$ cat src/rtl/pdm_sample_feeder.sv
// PCM sample FIFO feeding a first-order sigma-delta modulator that builds PDM words for pdm_serializer.
// Optional feature: define PDM_FEEDER_HOLD_LAST_EN to repeat the last popped sample on underrun (default: midscale 0).
module pdm_sample_feeder #(
    parameter int PCM_WIDTH  = 16,
    parameter int DATA_WIDTH = 16,
    parameter int ADDR_WIDTH = 4
) (
    input  logic                  HCLK,
    input  logic                  HRESETn,
    input  logic                  enable,
    input  logic                  pcm_wr,
    input  logic [PCM_WIDTH-1:0]  pcm_data,
    input  logic                  ser_ready,
    input  logic                  flag_clr,
    output logic                  data_valid,
    output logic [DATA_WIDTH-1:0] Data_out,
    output logic                  fifo_full,
    output logic                  fifo_empty,
    output logic [ADDR_WIDTH:0]   fifo_level,
    output logic                  overflow,
    output logic                  underrun
);

    localparam int DEPTH = 2**ADDR_WIDTH;
    localparam int CW    = $clog2(DATA_WIDTH);

    typedef enum logic [1:0] {S_IDLE, S_FETCH, S_MOD, S_WAIT} state_t;

    state_t                  r_state, w_state_nxt;
    logic [PCM_WIDTH-1:0]    r_mem [DEPTH];
    logic [ADDR_WIDTH-1:0]   r_wptr, r_rptr;
    logic [ADDR_WIDTH:0]     r_level;
    logic [PCM_WIDTH-1:0]    r_sample, r_acc;
    logic [DATA_WIDTH-1:0]   r_build, r_dout;
    logic [CW-1:0]           r_cnt;
    logic                    r_valid, r_ovf, r_udr, r_ser_d;

    logic                    w_full, w_empty, w_pop, w_push, w_last, w_fall;
    logic [PCM_WIDTH-1:0]    w_u, w_fallback;
    logic [PCM_WIDTH:0]      w_sum;
    logic [DATA_WIDTH-1:0]   w_build_nxt;

    assign w_full  = (r_level == (ADDR_WIDTH+1)'(DEPTH));
    assign w_empty = (r_level == '0);
    assign w_pop   = enable && (r_state == S_FETCH) && !w_empty;
    assign w_push  = pcm_wr && (!w_full || w_pop);
    assign w_last  = (r_cnt == CW'(DATA_WIDTH-1));
    assign w_fall  = r_ser_d && !ser_ready;

`ifdef PDM_FEEDER_HOLD_LAST_EN
    // r_sample only ever holds the last popped value (or 0 after reset) when falling back
    assign w_fallback = r_sample;
`else
    assign w_fallback = '0;
`endif

    // Adding 2**(PCM_WIDTH-1) to a two's-complement value is an MSB flip
    assign w_u         = {~r_sample[PCM_WIDTH-1], r_sample[PCM_WIDTH-2:0]};
    assign w_sum       = {1'b0, r_acc} + {1'b0, w_u};
    assign w_build_nxt = {r_build[DATA_WIDTH-2:0], w_sum[PCM_WIDTH]};

    always_ff @(posedge HCLK or negedge HRESETn) begin
        if (!HRESETn) r_state <= S_IDLE;
        else          r_state <= w_state_nxt;
    end

    always_comb begin
        w_state_nxt = r_state;
        if (!enable) begin
            w_state_nxt = S_IDLE;
        end else begin
            case (r_state)
                S_IDLE:  w_state_nxt = S_FETCH;
                S_FETCH: w_state_nxt = S_MOD;
                S_MOD:   if (w_last) w_state_nxt = S_WAIT;
                S_WAIT:  if (w_fall) w_state_nxt = S_FETCH;
                default: w_state_nxt = S_IDLE;
            endcase
        end
    end

    always_ff @(posedge HCLK) begin
        if (w_push) r_mem[r_wptr] <= pcm_data;
    end

    always_ff @(posedge HCLK or negedge HRESETn) begin
        if (!HRESETn) begin
            r_wptr  <= '0;
            r_rptr  <= '0;
            r_level <= '0;
            r_ovf   <= 1'b0;
            r_udr   <= 1'b0;
            r_ser_d <= 1'b0;
        end else begin
            r_ser_d <= ser_ready;
            if (w_push) r_wptr <= r_wptr + 1'b1;
            if (w_pop)  r_rptr <= r_rptr + 1'b1;
            if (w_push && !w_pop)      r_level <= r_level + 1'b1;
            else if (!w_push && w_pop) r_level <= r_level - 1'b1;
            // set beats clear when both land in the same cycle
            if (pcm_wr && w_full && !w_pop)                    r_ovf <= 1'b1;
            else if (flag_clr)                                 r_ovf <= 1'b0;
            if (enable && (r_state == S_FETCH) && w_empty)     r_udr <= 1'b1;
            else if (flag_clr)                                 r_udr <= 1'b0;
        end
    end

    always_ff @(posedge HCLK or negedge HRESETn) begin
        if (!HRESETn) begin
            r_sample <= '0;
            r_acc    <= '0;
            r_build  <= '0;
            r_dout   <= '0;
            r_cnt    <= '0;
            r_valid  <= 1'b0;
        end else if (!enable) begin
            r_acc   <= '0;
            r_cnt   <= '0;
            r_valid <= 1'b0;
        end else begin
            case (r_state)
                S_FETCH: begin
                    r_sample <= w_empty ? w_fallback : r_mem[r_rptr];
                    r_cnt    <= '0;
                end
                S_MOD: begin
                    r_acc   <= w_sum[PCM_WIDTH-1:0];
                    r_build <= w_build_nxt;
                    r_cnt   <= r_cnt + 1'b1;
                    if (w_last) begin
                        r_dout  <= w_build_nxt;
                        r_valid <= 1'b1;
                    end
                end
                default: ;
            endcase
        end
    end

    assign data_valid = r_valid;
    assign Data_out   = r_dout;
    assign fifo_full  = w_full;
    assign fifo_empty = w_empty;
    assign fifo_level = r_level;
    assign overflow   = r_ovf;
    assign underrun   = r_udr;

endmodule
$ cat config.mk
export PLATFORM = sky130hd
export DESIGN_NAME = pdm_sample_feeder
export DESIGN_NICKNAME = d
export VERILOG_FILES = /design/src/rtl/pdm_sample_feeder.sv
export SDC_FILE = /design/constraint.sdc
export NUM_CORES = 1
export LEC_CHECK = 0
export ABC_AREA = 0
export CAP_MARGIN = 20
export CORE_MARGIN = 4
export CORE_UTILIZATION = 45
export CTS_BUF_LIST = sky130_fd_sc_hd__clkbuf_2 sky130_fd_sc_hd__clkbuf_4 sky130_fd_sc_hd__clkbuf_8
export CTS_CLUSTER_DIAMETER = 50
export DETAILED_ROUTE_END_ITERATION = 10
export PLACE_DENSITY = 0.66
export SYNTH_ARGS = -nofsm -noshare
export SYNTH_HDL_FRONTEND = slang
export SYNTH_SLANG_ARGS = --single-unit
$ cat constraint.sdc
create_clock -name HCLK -period 7 [get_ports HCLK]
set_input_delay 1.4 -clock HCLK [delete_from_list [all_inputs] [get_ports HCLK]]
set_output_delay 1.4 -clock HCLK [all_outputs]
set_load 0.005 [all_outputs]
==> results of run 1 <==
sequential cells by signal, summed over array words and instances, names as in the netlist:
name and flops:
r_mem 256, Data_out 16, r_acc 16, r_sample 16, r_build 15, fifo_level 5
r_cnt 4, r_rptr 4, r_wptr 4, r_state 2, data_valid 1, overflow 1
r_ser_d 1, underrun 1
path summary, 6_finish.rpt:
path	slack, ps	endpoint	startpoint
min in group asynchronous	680	r_wptr[1]	HRESETn
worst max register to register	3840	fifo_level[4]	r_state[1]
worst min register to register	470	data_valid	data_valid
worst max-delay path	3000	fifo_level[4]	enable
worst min-delay path	470	data_valid	data_valid
max in group asynchronous	5130	Data_out[8]	HRESETn
Yosys cell counts (2+ instances only):
library cell / instances
mux2_1: 6
fa_1: 2
nor2_1: 19
buf_2: 9
o21ai_0: 13
o2111ai_1: 2
mux4_2: 67
o21a_1: 4
a22oi_1: 4
inv_1: 22
buf_1: 2
nor3b_1: 2
nand3b_1: 2
clkbuf_1: 9
dfrtp_1: 86
dlymetal6s2s_1: 2
xnor2_1: 15
ha_1: 30
a21boi_0: 2
edfxtp_1: 256
a21boi_1: 2
buf_12: 3
mux2_2: 24
nand4_1: 4
a21oi_1: 18
a21o_1: 7
mux4_1: 13
nor2b_1: 13
nor3_1: 7
o31ai_1: 2
xor2_1: 6
nand2_1: 34
nand3_1: 7
buf_4: 3
mux2i_1: 7
buf_6: 3
nand2b_1: 5
o211ai_1: 2
a22o_1: 16
and3_1: 4
and2_1: 10
power groups by stage:
stage | clock network, mW | registers [mW] | logic [mW]
after global placement | 0 | 2.72 | 1.66
after CTS | 1.78 | 2.69 | 1.69
final | 1.74 | 2.68 | 1.66
after detailed placement | 0 | 2.72 | 1.68
after floorplan | 0 | 2.59 | 1.31
after global routing | 1.88 | 2.72 | 1.79
cell usage in the layout, fill, tap and decap left out, types with 3 or more instances in the layout:
cell | Yosys | routed
clkdlybuf4s50_1 | 0 | 46
nand2_1 | 34 | 34
a22o_1 | 16 | 16
nor2b_1 | 13 | 13
ha_1 | 30 | 30
clkinv_1 | 0 | 11
a22oi_1 | 4 | 4
xnor2_1 | 15 | 15
buf_4 | 3 | 14
o21a_1 | 4 | 4
mux2_2 | 24 | 24
and2_1 | 10 | 10
inv_1 | 22 | 22
mux2_1 | 6 | 6
nor3_2 | 0 | 4
mux4_1 | 13 | 13
dfrtp_1 | 86 | 84
clkbuf_4 | 1 | 19
xor2_1 | 6 | 6
mux4_2 | 67 | 67
nor2_1 | 19 | 15
mux2i_1 | 7 | 7
nor2_2 | 0 | 4
edfxtp_1 | 256 | 256
a21o_1 | 7 | 7
nor3_1 | 7 | 3
nand3_1 | 7 | 7
nand2b_1 | 5 | 5
a21oi_1 | 18 | 18
clkbuf_8 | 0 | 60
nand4_1 | 4 | 4
o21ai_0 | 13 | 13
clkinv_2 | 0 | 5
and3_1 | 4 | 4
routing by layer:
layer / vias to the layer above / global-route usage
li1: 3209 / -
met1: 3708 / 0.237
met2: 192 / 0.300
met3: 56 / 0.0279
met4: 2 / 0.0467
met5: - / 0
metrics by stage:
stage	worst slack [ps]	power [mW]
6_report	3000	6.08
5_1_grt	2770	6.40
4_1_cts	3010	6.16
3_5_place_dp	2410	4.41
3_3_place_gp	2480	4.38
2_1_floorplan	3380	3.90
cell families (layout without fill, tap and decap cells):
family / after synthesis / in the layout / synth area share
muxes: 117 / 117 / 0.159
AOI/OAI and AO/OA: 84 / 84 / 0.0413
adders and majority gates: 32 / 32 / 0.0293
DFF: 342 / 342 / 0.694
and+or+nand+nor: 112 / 112 / 0.0397
xor gates and xnor gates: 21 / 21 / 0.0130
buffers and inverters: 55 / 182 / 0.0235
area by class of cell:
cell class              count  area (µm²)
fillers                  2442       14700
flip-flops and latches    342        9840
multi-input cells         366        4040
clock buffers              79         968
repair buffers             60         566
well taps                 396         495
clock inverters            21         168
inverters                  22        82.6
==> flow_summary.yaml, run 1 <==
synthesis:
  ys_seq_elements: 342
  netlist_top_cells_area: "edfxtp_1 54%, dfrtp_1 15%, mux4_2 11%, ha_1 2.6%, mux4_1 2.4%"
  ys_seq_area_frac: 0.694
  syn_inst: 763
  async_reset_ff_frac: 0.251
  yosysTopAreaCellShare: 0.542
  synth_nets: 817
  yosys.area.top_type: "edfxtp_1"
  avgSynthCellArea_um2: 18.6
  syn_area_um2: 14200
  synth_edf_count: 256
  synth_ff_type: "edfxtp_1"
  yosys_warnings: 0
  synthDistinctLibCells: 60
grt:
  grt_first_pass_wirelength_um: 44900
  gr-usage-all-layers: 0.175
  grt_max_degree: 72
  grt-ovfl-total: 0
  antenna_found_initial: 1
  grt_pass1_vias: 7392
critical_path:
  path_class: "in -> reg"
  start_kind: "input pin"
  end_kind: "flip-flop"
  slowest_stage: "clkdlybuf4s50_1"
  cp.arrival_ps: 4460
  critPathTopFamily: "buffers and inverters"
  worstPathCellList: "clkdlybuf4s50_1 > buf_4 > nand2_1 > nor2_1 > buf_4 > inv_1 > ha_1 > inv_1 > ha_1 > a21o_1 > a21oi_1 > xnor2_1 > nor2_1 > xor2_1"
  crit_cells: 14
  max_stage_delay_ps: 460
  worstPathMaxFanout: 25
  path_buf_inv: 5
  worst-r2r-cell-count: 14
  worstPathRequired_ps: 7460
die:
  die_w_um: 186
  num_io_pins: 48
  die_area_um2: 34400
  core_um2: 30800
  rows: 64
  start_util: 0.460
  die_y_um: 186
placed_design:
  place_area_um2: 15000
  io_buffers: 47
  place_congestion: 0.794
  dp_hpwl_um: 19000
  dp.cells: 1186
finish:
  layout.cells.non_filler: 1286
  post-route-util: 0.524
  diodes: 0
  stdcell_area_um2: 16200
  drive_gt1_frac: 0.231
  area_delta_synth_final_pct: 14.0
  fin_nets: 900
route:
  ant_nets: 0
  wl_met2_um: 15000
  wirelength_um: 29700
  firstDrtPassIters: 5
  dr_total_vias: 7167
  wl_per_cell_um: 23.1
  drtIter0Drc: 557
  top_layer_used: "met5"
  via_per_inst: 5.57
  drc: 0
  wl_met3_um: 1410
  drt-met1-wl_um: 12600
clock_network:
  post_cts_buffers: 0
  cts.clk_slew.worst_paths_ps: 60
  cts_root_buf: "clkbuf_8"
  clock_path_buffers: 3
  clk_latency_ps: 600
  hold_buffers: 0
  cts_max_level: 2
  cts_sinks: 342
  cts_resized: 0
  cts_tree: "yes"
  cts_buffers: 54
timing:
  worst_hold_slack_ps: 474
  period_share: 0.571
  fin_crit_ps: 4000
  slew_violations: 0
  timing.final.setup_violations: 0
  slew_headroom: 0.351
  finalSetupTns_ps: 0
  max_freq_ghz: 0.250
  rsz0062_at_grt: "false"
  fin_skew_ps: 33.1
  tightest_slew_ps: 973
  hold_viol: 0
power:
  power_frac_clock: 0.286
  pwr-share-comb: 0.274
  leakagePower_nw: 5.88
  ir_drop_mv: 0.192
  switching_share: 0.303
  p_seq_frac: 0.440
  internal-power_mw: 4.24
  p_switching_mw: 1.84
  p_per_area_nw_per_um2: 376
worst_hold_path:
  worstHoldPathType: "reg -> reg"
  worstHoldPathCells: 1
status:
  status: "finished, final reports clean"
flow_run:
  cap_violations: 0
Power figures use the tool's default switching activity.
==> inputs of run 2 (changes only) <==
PLACE_DENSITY = 0.68   (was 0.66)
clock period = 3.37 ns   (was 7 ns; I/O delays follow)
==> run 2 against run 1 <==
Sequential power up 110%; combinational power increased by 110%; register-to-register slack got worse by 3200 ps; critical path depth decreased by 11; final cell count up 2.9%; setup slack got worse by 2500 ps; sequential share of layout area decreased by 1.1 points; largest power group unchanged.
==> flow_summary.yaml, run 2 (synthesis gave the netlist of run 1 again) <==
status:
  status: "finished, final reports clean"
clock_network:
  hold_buffers: 0
  cts_max_level: 2
  post_cts_buffers: 0
  cts_buffers: 54
  cts_root_buf: "clkbuf_8"
  clk_latency_ps: 590
  cts_sinks: 342
  cts.clk_slew.worst_paths_ps: 60
  clock_path_buffers: 3
  cts_resized: 0
  cts_tree: "yes"
grt:
  gr-usage-met1: 0.229
  grt_max_degree: 46
  use_met3: 0.0315
  grtUsageMet2: 0.275
  grt_first_pass_wirelength_um: 43800
  grt_pass1_vias: 7637
  grt-ovfl-total: 0
  antenna_found_initial: 1
  grt.busiest_layer: "met2"
  gr-usage-all-layers: 0.166
die:
  die_w_um: 186
  rows: 64
  die_area_um2: 34400
  die_y_um: 186
  num_io_pins: 48
  core_um2: 30800
  start_util: 0.460
finish:
  area_delta_synth_final_pct: 16.1
  regMostFlops: "r_mem"
  final_common_cell: "edfxtp_1"
  layout_common_cells: "256 x edfxtp_1, 84 x dfrtp_1, 67 x mux4_2, 60 x clkbuf_8, 46 x clkdlybuf4s50_1"
  drive_gt1_frac: 0.259
  fin_nets: 934
  largest_register_ffs: 256
placed_design:
  io_buffers: 47
  place_congestion: 0.815
  dp_hpwl_um: 18000
route:
  wirelength_um: 27800
  wl_per_cell_um: 21.0
  dr_total_vias: 7269
  drtIter0Drc: 439
  ant_nets: 0
  firstDrtPassIters: 5
  via_per_inst: 5.49
  drc: 0
critical_path:
  worstPathMaxFanout: 5
  r2r_start: "fifo_level[0]"
  rrSetupSlack_ps: 630
  start_kind: "flip-flop"
  path_class: "reg -> out"
  end_kind: "primary output"
  worstPathRequired_ps: 2700
  worst-r2r-cell-count: 13
  cp.arrival_ps: 2180
  r2r-end: "fifo_level[4]"
power:
  pwr-share-comb: 0.278
  p_seq_frac: 0.440
  internal-power_mw: 8.90
  p_switching_mw: 3.70
  switching_share: 0.294
  power_frac_clock: 0.282
  p_per_area_nw_per_um2: 765
  leakagePower_nw: 6.07
  ir_drop_mv: 0.463
timing:
  slew_violations: 0
  hold_viol: 0
  finalSetupTns_ps: 0
  timing.final.setup_violations: 0
  worst_hold_slack_ps: 113
  fin_skew_ps: 31.8
  slew_headroom: 0.346
  max_freq_ghz: 0.351
  fin_crit_ps: 2850
  tightest_slew_ps: 980
  period_share: 0.846
  rsz0062_at_grt: "false"
flow_run:
  cap_violations: 0
worst_hold_path:
  worstHoldPathType: "in -> async"
## run 2: power groups by stage
stage	registers, mW	clock network [mW]	logic [mW]
floorplan	5.37	0	2.73
global placement	5.61	0	3.47
detailed placement	5.63	0	3.53
CTS	5.55	3.67	3.55
global route	5.61	3.88	3.82
finish	5.54	3.56	3.50
## run 2: worst max path at each step
stage | cells after the start | slack, ps | start | to
after floorplan | 4 | 470 | enable | r_mem[5][0]
after detailed placement | 11 | 230 | enable | fifo_level[4]
after CTS | 3 | 510 | fifo_level[0] | fifo_full
final | 3 | 520 | fifo_level[0] | fifo_full
after global routing | 13 | 410 | fifo_level[1] | fifo_level[4]
after global placement | 11 | 260 | enable | fifo_level[4]
## run 2: area by class of cell
| cell class | instances | area, µm² |
|---|---|---|
| sequential | 342 | 9840 |
| clock inverter | 26 | 184 |
| antenna | 1 | 2.50 |
| multi-input combinational | 366 | 4040 |
| timing repair buffer | 94 | 871 |
| tap | 396 | 495 |
| clock buffer | 76 | 946 |
| fill | 2391 | 14400 |
| inverter | 22 | 82.6 |
## run 2: worst max-delay path: stages, from the launching register on
cell	delay, ps
dfrtp_1	450
nor4_1	400
and2_1	250
clkdlybuf4s50_1	520
## run 2: routing by layer
layer,up-vias,share of wire
li1,3279,-
met1,3771,0.44
met2,175,0.50
met3,44,0.046
met4,0,0.018
met5,-,0
## run 2: stage by stage
stage	instances	utilization	area [µm²]	power [mW]	setup slack, ps
finish	1323	0.534	16500	12.6	520
global route	1323	0.534	16500	13.3	415
global placement	1220	0.497	15300	9.08	263
detailed placement	1220	0.497	15300	9.16	234
floorplan	763	-	14200	8.10	472
CTS	1322	0.534	16500	12.8	505
